## src/rtl/ysyx_23060136_pipe_skid_seg_pkg.sv

```systemverilog
// Shared types and default widths for the valid/ready pipeline segment registers.
// Stage payloads are packed structs cast to DATA_W at the instantiation site.
package ysyx_23060136_PIPE_PKG;

  localparam int PIPE_DATA_W = 256;
  localparam int PIPE_CNT_W  = 32;

  // The state value doubles as the occupancy count driven on occ_o.
  typedef enum logic [1:0] {
    EMPTY = 2'd0,
    BUSY  = 2'd1,
    FULL  = 2'd2
  } pipe_seg_state_t;

  typedef struct packed {
    logic [31:0] pc;
    logic [31:0] inst;
    logic [63:0] alu_res;
    logic [4:0]  rd;
    logic        wen;
    logic        commit;
    logic        halt;
  } exu_mem_pld_t;

endpackage

```

## src/rtl/ysyx_23060136_pipe_skid_seg_if.sv

```systemverilog
// Handshake bundle between a producer stage, the skid segment and its consumer.
interface ysyx_23060136_pipe_skid_seg_if
  import ysyx_23060136_PIPE_PKG::*;
#(
  parameter int DATA_W = PIPE_DATA_W,
  parameter int CNT_W  = PIPE_CNT_W
);

  logic              flush_i;
  logic              up_valid_i;
  logic              up_ready_o;
  logic [DATA_W-1:0] up_data_i;
  logic              dn_valid_o;
  logic              dn_ready_i;
  logic [DATA_W-1:0] dn_data_o;
  logic [1:0]        occ_o;
  logic [CNT_W-1:0]  stall_cnt_o;

  modport master (
    output flush_i, up_valid_i, up_data_i, dn_ready_i,
    input  up_ready_o, dn_valid_o, dn_data_o, occ_o, stall_cnt_o
  );

  modport slave (
    input  flush_i, up_valid_i, up_data_i, dn_ready_i,
    output up_ready_o, dn_valid_o, dn_data_o, occ_o, stall_cnt_o
  );

endinterface

```

## src/rtl/ysyx_23060136_pipe_skid_seg_sat_cnt.sv

```systemverilog
// Saturating up-counter, shared by the performance counters.
module ysyx_23060136_sat_cnt #(
  parameter int W = 32
) (
  input  logic         clk,
  input  logic         rst,
  input  logic         en,
  output logic [W-1:0] cnt
);

  always_ff @(posedge clk or negedge rst) begin
    if (!rst) begin
      cnt <= '0;
    end else if (en && (cnt != '1)) begin
      cnt <= cnt + W'(1);
    end
  end

endmodule

```

## src/rtl/ysyx_23060136_pipe_skid_seg.sv

```systemverilog
// Pipeline segment register with a two-entry skid buffer, registered upstream
// ready, flush-to-bubble and a saturating stall counter.
module ysyx_23060136_pipe_skid_seg
  import ysyx_23060136_PIPE_PKG::*;
#(
  parameter int                DATA_W = PIPE_DATA_W,
  parameter logic [DATA_W-1:0] BUBBLE = '0,
  parameter int                CNT_W  = PIPE_CNT_W
) (
  input logic                          clk,
  input logic                          rst,
  ysyx_23060136_pipe_skid_seg_if.slave bus
);

  pipe_seg_state_t   state_q, state_d;
  logic [DATA_W-1:0] main_q, main_d;
  logic [DATA_W-1:0] skid_q, skid_d;
  logic              up_ready_q;
  logic              dn_valid;
  logic              up_fire;
  logic              dn_fire;

  assign dn_valid = (state_q != EMPTY);
  assign up_fire  = bus.up_valid_i & up_ready_q;
  assign dn_fire  = dn_valid & bus.dn_ready_i;

  // Flush wins over everything; a same-cycle dn_fire still counts as delivered.
  always_comb begin
    state_d = state_q;
    main_d  = main_q;
    skid_d  = skid_q;
    if (bus.flush_i) begin
      state_d = EMPTY;
      main_d  = BUBBLE;
      skid_d  = BUBBLE;
    end else begin
      case (state_q)
        EMPTY: begin
          if (up_fire) begin
            main_d  = bus.up_data_i;
            state_d = BUSY;
          end
        end
        BUSY: begin
          if (up_fire && dn_fire) begin
            main_d = bus.up_data_i;
          end else if (up_fire) begin
            skid_d  = bus.up_data_i;
            state_d = FULL;
          end else if (dn_fire) begin
            main_d  = BUBBLE;
            state_d = EMPTY;
          end
        end
        FULL: begin
          if (dn_fire) begin
            main_d  = skid_q;
            skid_d  = BUBBLE;
            state_d = BUSY;
          end
        end
        default: begin
          state_d = EMPTY;
          main_d  = BUBBLE;
          skid_d  = BUBBLE;
        end
      endcase
    end
  end

  // up_ready is precomputed from the next state so it leaves a flop directly.
  always_ff @(posedge clk or negedge rst) begin
    if (!rst) begin
      state_q    <= EMPTY;
      main_q     <= BUBBLE;
      skid_q     <= BUBBLE;
      up_ready_q <= 1'b1;
    end else begin
      state_q    <= state_d;
      main_q     <= main_d;
      skid_q     <= skid_d;
      up_ready_q <= (state_d != FULL);
    end
  end

  assign bus.up_ready_o = up_ready_q;
  assign bus.dn_valid_o = dn_valid;
  assign bus.dn_data_o  = main_q;
  assign bus.occ_o      = state_q;

  ysyx_23060136_sat_cnt #(
    .W(CNT_W)
  ) u_stall_cnt (
    .clk (clk),
    .rst (rst),
    .en  (dn_valid & ~bus.dn_ready_i),
    .cnt (bus.stall_cnt_o)
  );

endmodule

```

## src/flat_wrapper.sv

```systemverilog
// flat-port wrapper written by rule: the top's interface ports become plain ports
module ysyx_23060136_pipe_skid_seg_flat import ysyx_23060136_PIPE_PKG::*;
#(
  parameter int                DATA_W = PIPE_DATA_W,
  parameter logic [DATA_W-1:0] BUBBLE = '0,
  parameter int                CNT_W  = PIPE_CNT_W
)
  (clk, rst, bus_flush_i, bus_up_valid_i, bus_up_data_i, bus_dn_ready_i, bus_up_ready_o, bus_dn_valid_o, bus_dn_data_o, bus_occ_o, bus_stall_cnt_o);
  ysyx_23060136_pipe_skid_seg_if #(.DATA_W(DATA_W), .CNT_W(CNT_W)) bus_i ();
  input logic clk;
  input logic rst;
  input wire logic [$bits(bus_i.flush_i)-1:0] bus_flush_i;
  input wire logic [$bits(bus_i.up_valid_i)-1:0] bus_up_valid_i;
  input wire logic [$bits(bus_i.up_data_i)-1:0] bus_up_data_i;
  input wire logic [$bits(bus_i.dn_ready_i)-1:0] bus_dn_ready_i;
  output wire logic [$bits(bus_i.up_ready_o)-1:0] bus_up_ready_o;
  output wire logic [$bits(bus_i.dn_valid_o)-1:0] bus_dn_valid_o;
  output wire logic [$bits(bus_i.dn_data_o)-1:0] bus_dn_data_o;
  output wire logic [$bits(bus_i.occ_o)-1:0] bus_occ_o;
  output wire logic [$bits(bus_i.stall_cnt_o)-1:0] bus_stall_cnt_o;
  assign bus_i.flush_i = bus_flush_i;
  assign bus_i.up_valid_i = bus_up_valid_i;
  assign bus_i.up_data_i = bus_up_data_i;
  assign bus_i.dn_ready_i = bus_dn_ready_i;
  assign bus_up_ready_o = bus_i.up_ready_o;
  assign bus_dn_valid_o = bus_i.dn_valid_o;
  assign bus_dn_data_o = bus_i.dn_data_o;
  assign bus_occ_o = bus_i.occ_o;
  assign bus_stall_cnt_o = bus_i.stall_cnt_o;
  ysyx_23060136_pipe_skid_seg #(.DATA_W(DATA_W), .BUBBLE(BUBBLE), .CNT_W(CNT_W)) u_core (.clk(clk), .rst(rst), .bus(bus_i));
endmodule
```

## config.mk

```make
export PLATFORM = sky130hd
export DESIGN_NAME = ysyx_23060136_pipe_skid_seg_flat
export DESIGN_NICKNAME = d
export VERILOG_FILES = /design/src/rtl/ysyx_23060136_pipe_skid_seg_pkg.sv /design/src/rtl/ysyx_23060136_pipe_skid_seg_if.sv /design/src/rtl/ysyx_23060136_pipe_skid_seg_sat_cnt.sv /design/src/rtl/ysyx_23060136_pipe_skid_seg.sv /design/src/flat_wrapper.sv
export SDC_FILE = /design/constraint.sdc
export NUM_CORES = 1
export LEC_CHECK = 0
export BUFFER_PORTS_ARGS = -buffer_cell sky130_fd_sc_hd__buf_4
export CORE_ASPECT_RATIO = 0.75
export CORE_MARGIN = 4
export CORE_UTILIZATION = 60
export CTS_CLUSTER_SIZE = 8
export DETAILED_ROUTE_END_ITERATION = 10
export PLACE_DENSITY = 0.93
export SKIP_CTS_REPAIR_TIMING = 1
export SLEW_MARGIN = 10
export SYNTH_ARGS = -nofsm -noshare
export SYNTH_HDL_FRONTEND = slang
export SYNTH_HIERARCHICAL = 1
export SYNTH_SLANG_ARGS = --single-unit
```

## constraint.sdc

```tcl
create_clock -name clk -period 7.82 [get_ports clk]
set_input_delay 0.391 -clock clk [delete_from_list [all_inputs] [get_ports clk]]
set_output_delay 0.391 -clock clk [all_outputs]
set_load 0.005 [all_outputs]
```

* Word-level counts from Yosys, hierarchy flattened *
Cells that the tools add are included.

word-level totals
  word-level logic and storage cells = 44
  output and inout port bits = 292
  flip-flop bits (word level) = 547
  input port bits = 261

operators by class
  multiplexer cells = 17
  add/subtract/negate cells = 1
  bitwise operators = 4
  reductions and logical operators = 6
  eq/ne operators = 11

operators by type and width
  kind                                                                      count
  256-bit 2-to-1 mux                                                        8
  256-bit one-hot mux with 3 select lines                                   2
  32-bit by 1-bit adder with 32-bit output (second input constant)          1
  32-bit inequality test (second input constant)                            1
  2-bit 2-to-1 mux                                                          6
  3-bit by 2-bit inequality test with 1-bit output (second input constant)  3
  4-bit AND reduction                                                       2
  2-bit one-hot mux with 3 select lines                                     1
  2-bit inequality test (second input constant)                             2
  4-bit by 2-bit inequality test with 1-bit output (second input constant)  1
  4-bit inequality test (second input constant)                             1
  1-bit bitwise AND                                                         3
  3-bit inequality test (second input constant)                             1
  2-bit by 1-bit == test with 1-bit output (second input constant)          1
  2-bit == test (second input constant)                                     1
  1-bit logical AND                                                         2
  2-bit zero test                                                           1
  2-bit nonzero test                                                        1
  1-bit NOT                                                                 1

* Logic depth before layout (Yosys ltp) *
  depth after elaboration = 8
  gate-level depth with buffers = 10
  depth with buffers taken out = 6

* Hierarchy *
The synthesis kept the hierarchy.

modules (own cells, without submodules)
  module                       cells each  area each (um^2)  seq. area each (um^2)  instances
  ysyx_23060136_pipe_skid_seg  2,376       25,619.6          12,888.6               1
  ysyx_23060136_sat_cnt        140         1,522.7           800.8                  1

* Worst setup path after synthesis *
OpenSTA, ideal clock, no wires.

  path type = flip-flop to flip-flop
  from = register u_core.state_q[1], in the netlist u_core/bus.occ_o[1]
  to = register u_core.u_stall_cnt.cnt[26]
  path buffers = 4
  period minus slack after synthesis = 2.640 ns
  arrival = 2.560 ns
  library setup time = 0.080 ns
  path slack = 5.180 ns
  required time = 7.740 ns
  cell stages (with the launch flop) = 11
  cell sequence = dfrtp_1 > buf_2 > buf_2 > buf_2 > or2_2 > nor2b_1 > nand3_1 > or3_1 > buf_6 > nor4_1 > xnor2_1

between the ends
  longest elaborated chain between the ends = 3

ends and longest elaborated chain
  item                      RTL line                                   source
  start, declared           ysyx_23060136_pipe_skid_seg.sv:15          pipe_seg_state_t state_q, state_d;
  start signal, assigned    ysyx_23060136_pipe_skid_seg.sv:79          state_q <= state_d;
  2-bit nonzero test        ysyx_23060136_pipe_skid_seg.sv:23          assign dn_valid = (state_q != EMPTY);
  named net bus_dn_valid_o  flat_wrapper.sv:17                         output wire logic [$bits(bus_i.dn_valid_o)-1:0] bus_dn_valid_o;
  1-bit bitwise AND         ysyx_23060136_pipe_skid_seg.sv:96          .en (dn_valid & ~bus.dn_ready_i),
  1-bit logical AND         ysyx_23060136_pipe_skid_seg_sat_cnt.sv:14  end else if (en && (cnt != '1)) begin
  end signal, assigned      ysyx_23060136_pipe_skid_seg_sat_cnt.sv:15  cnt <= cnt + W'(1);
  end, declared             ysyx_23060136_pipe_skid_seg_sat_cnt.sv:8   output logic [W-1:0] cnt

The timed path passes the listed nets, and every way through them passes these cells.
A chain may end at the register's enable or synchronous reset.

* Worst setup path in the final report *
  from = register u_core.state_q[0], in the netlist u_core/bus.occ_o[0]
  to = register u_core.main_q[166], in the netlist u_core/bus.dn_data_o[166]

between the ends
  longest elaborated chain between the ends = 6
  elaborated cells between the ends (all ways) = 14
  classes of those cells = eq/ne (6); mux (3); bitwise (1); reduce/logical (4)

ends and longest elaborated chain
  item                                     RTL line                           source
  2-bit nonzero test                       ysyx_23060136_pipe_skid_seg.sv:23
  1-bit bitwise AND                        ysyx_23060136_pipe_skid_seg.sv:25  assign dn_fire = dn_valid & bus.dn_ready_i;
  1-bit logical AND                        ysyx_23060136_pipe_skid_seg.sv:45  if (up_fire && dn_fire) begin
  256-bit 2-to-1 mux                       ysyx_23060136_pipe_skid_seg.sv:45
  256-bit one-hot mux with 3 select lines  ysyx_23060136_pipe_skid_seg.sv:37  case (state_q)
  256-bit 2-to-1 mux                       ysyx_23060136_pipe_skid_seg.sv:32  if (bus.flush_i) begin
  end signal, assigned                     ysyx_23060136_pipe_skid_seg.sv:80  main_q <= main_d;
  end, declared                            ysyx_23060136_pipe_skid_seg.sv:16  logic [DATA_W-1:0] main_q, main_d;

Parallel ways exist; a longest one is shown, timed or not.

==> results.tsv <==
stage	metric	value	unit
status	outcome	finished with violations	
status	failing checks	negative hold slack	
logic_synthesis	mean area per synthesized cell	10.8	um^2
layout	share of layout cells above drive strength 1	23.0	%
logic_synthesis	syn nets	2778	
logic_synthesis	most common cell in the netlist	dfrtp_1	
worst_setup_path	critical path class	flip-flop to flip-flop	
layout	nets	3171	
placed_design	routability cong.	0.861	
worst_setup_path	crit path cell chain	nor2b_1, or3_1, and3b_4, buf_4, a22o_1	
global_route	first-pass GRT wire length	131000	um
logic_synthesis	synth warn	6	
worst_setup_path	Reg2Reg Capture Point	u_core/bus.dn_data_o[166]	
placed_design	Inst Count DP	3415	
placed_design	hpwl dp	49400	um
routing	DRC	0	
clock_network	H-tree depth	3	
global_route	total gr overflow	0	
clock_network	CTS buffer count	78	
layout	area delta synth->final	21.5	%
global_route	number of global-route vias before repair	23600	
power_and_ir_drop	PD cells	219	nW/um^2
floorplanning	FP Rows	67	
routing	Pre-antenna DRT Iters	6	
logic_synthesis	biggest area consumer among synthesized cells	dfrtp_1	
logic_synthesis	sequential share of the synthesized area	50.4	%
worst_setup_path	CP max-delay cell	dfrtp_4	
sta	worst-margin pin slew	1.27	ns
worst_setup_path	R2R Setup Slk	3.77	ns
logic_synthesis	top cell type's share of synthesized area	50.3	%
worst_setup_path	CP Max Fanout	99	
routing	WL/cell	23.9	um
clock_network	Clock Latency Late Sink	0.60	ns
routing	antenna-violating nets left	0	
placed_design	port buffer count	552	
logic_synthesis	Post-Syn Instances	2516	
logic_synthesis	top cells by area, synth	dfrtp_1, mux2i_1, a22o_1	
floorplanning	CORE AREA	44700	um^2
floorplanning	die area	48700	um^2
power_and_ir_drop	Leak	0.0144	uW
worst_setup_path	WP data required	8.35	ns
layout	Non-Filler Instances	3513	
flow_run	maxcap violations	0	
global_route	gr usage total	33.3	%
global_route	initial antenna violation count	4	
logic_synthesis	FFs w/ async S/R, synth	100	%
sta	final clock skew	0.0218	ns
sta	post-route minimum period	4.05	ns
floorplanning	Die Y-Extent	192	um
clock_network	clock-pin slew on the worst setup and hold paths	0.05	ns
sta	final setup margin	3.77	ns
worst_setup_path	Bufs and invs on worst path	1	
worst_setup_path	cell family with most CP delay	simple AND/OR/NAND/NOR gates	
sta	ratio of final minimum period to clock period	51.7	%
sta	setup violators final	0	
worst_setup_path	Crit. path cell count	5	
global_route	largest net degree at the start of global routing	295	
routing	via count	23500	
placed_design	Place WS	3.81	ns
sta	Hold Worst Slack	-0.112	ns
worst_setup_path	crit path capture type	flip-flop	
worst_setup_path	crit-path max cell delay	1.00	ns
clock_network	Root Driver	clkbuf_16	
layout	number of fill cells in the layout	2747	
logic_synthesis	#FFs+latches synth	547	
worst_setup_path	worst path arrival time	4.57	ns
sta	setup TNS	0	ns
floorplanning	die width	254	um
worst_setup_path	R2R cell count	5	
floorplanning	initial core utilization	60.7	%
logic_synthesis	most instantiated cells after synthesis	dfrtp_1, o21ai_0, nand3_1	
sta	final hold vios	48	
sta	Peak Freq	0.247	GHz
power_and_ir_drop	Max VDD drop	0.000159	V
sta	Slew Limit Fails	0	
routing	Starting DRT DRC Count	2878	
logic_synthesis	EDFF count, synth	0	
routing	routed wire length	84100	um
floorplanning	IO Count	553	
clock_network	CTS sink cnt	547	
worst_setup_path	Setup crit start kind	flip-flop	
sta	relative slew slack	15.5	%
logic_synthesis	Main synth FF type	dfrtp_1	
routing	DR vias/cell	6.68	
worst_setup_path	Worst R2R Start	u_core/bus.occ_o[0]	
logic_synthesis	Mapped Area	27100	um^2
sta	RSZ-0062 raised after global routing	no	
clock_network	CTS Buffer Depth	3	
logic_synthesis	Unique masters post-synth	45	
worst_hold_path	Min-Delay Path Class	primary input to async pin	
clock_network	CTS tree	yes	
-- placed cells by master, fill, tap and decap left out, drive strengths merged, types with 2 or more instances in the layout --
cell	synthesis	routed
buf	135	573
dfrtp	546	546
o21ai	302	302
nand3	266	266
mux2i	256	256
a22o	256	256
nand2b	256	256
o2bb2ai	212	212
clkbuf	125	87
nand2	55	55
xnor2	19	19
nand4	16	16
nor2	14	14
xor2	12	12
inv	5	9
diode	0	5
nor4	5	5
a21oi	5	5
nor2b	3	3
and4	3	3
or3	2	2
nor3	2	2
and4b	2	2
and3b	2	2
and2	2	2
a311oi	2	2
and3	2	2
-- registers in the layout (all words and copies together), names as in the netlist --
name,cells
u_core/bus.dn_data_o,256
u_core/bus.up_ready_o,1
u_core/bus.occ_o,2
u_core/skid_q,256
u_core/u_stall_cnt/cnt,32
-- power by group --
part / switching (uW) / internal, uW / total [uW]
clock: 1190 / 1800 / 2990
combinational: 594 / 481 / 1070
sequential: 153 / 2990 / 3150
total: 1930 / 5280 / 7210
-- cells by family (layout without fill, tap and decap cells) --
family | after synthesis | count (layout) | synth area share [%]
multiplexers | 257 | 257 | 9.48
other | 0 | 5 | 0
buffers and inverters | 265 | 671 | 5.19
flip-flops | 547 | 547 | 50.4
adder cells (fa/ha/maj) | 1 | 1 | 0.0461
XOR/XNOR | 31 | 31 | 1.00
AND/OR/NAND/NOR | 634 | 634 | 12.9
AO/OA/AOI/OAI | 781 | 781 | 21.0
-- worst reg2reg max path: cells and delay by family, from the launching register on --
family / cells / cell delay [ns]
flops: 1 / 1.00
simple gates: 3 / 1.49
buf+inv: 1 / 1.01
compound gates: 1 / 0.49
-- metal layers --
metal / up-vias / part of all wire, % / GRT usage, %
met3: 295 / 10 / 9.31
met5: - / 0 / 0
met4: 0 / 5.0 / 16.0
li1: 10000 / - / -
met1: 11700 / 38 / 42.8
met2: 1437 / 47 / 52.5
-- per-stage QoR --
step | utilization (%) | hold WS, ns | total power, uW | area, um^2
2_1_floorplan | - | 0.0954 | 3670 | 27100
3_3_place_gp | 69.2 | 0.483 | 4190 | 30900
3_5_place_dp | 69.2 | 0.493 | 4230 | 30900
4_1_cts | 73.8 | -0.0218 | 7230 | 33000
5_1_grt | 73.8 | 0.0108 | 7460 | 33000
6_report | 73.8 | -0.112 | 7210 | 33000
-- cell type report --
class                      instances  area [um^2]  share of cell area (%)
antenna                            5         12.5                  0.0379
multi-input combinational       1704        12100                    36.6
timing repair buffer             573         4380                    13.3
clock inverter                     6         81.3                   0.247
sequential                       547        13700                    41.5
tap                              586          733                    2.22
clock buffer                      87         1990                    6.02
inverter                           5         18.8                  0.0569
-- how the worst max path moves through the flow --
stage,from,endpoint,slack [ns]
after floorplan,u_core/bus.occ_o[1],u_core/u_stall_cnt/cnt[26],5.18
after global placement,u_core/bus.occ_o[1],u_core/skid_q[166],3.95
after detailed placement,u_core/bus.occ_o[1],u_core/skid_q[99],3.81
after CTS,u_core/bus.occ_o[1],u_core/skid_q[150],3.82
after global routing,u_core/bus.occ_o[1],u_core/skid_q[150],3.52
final,u_core/bus.occ_o[0],u_core/bus.dn_data_o[166],3.77
(Power assumes the default switching activity.)
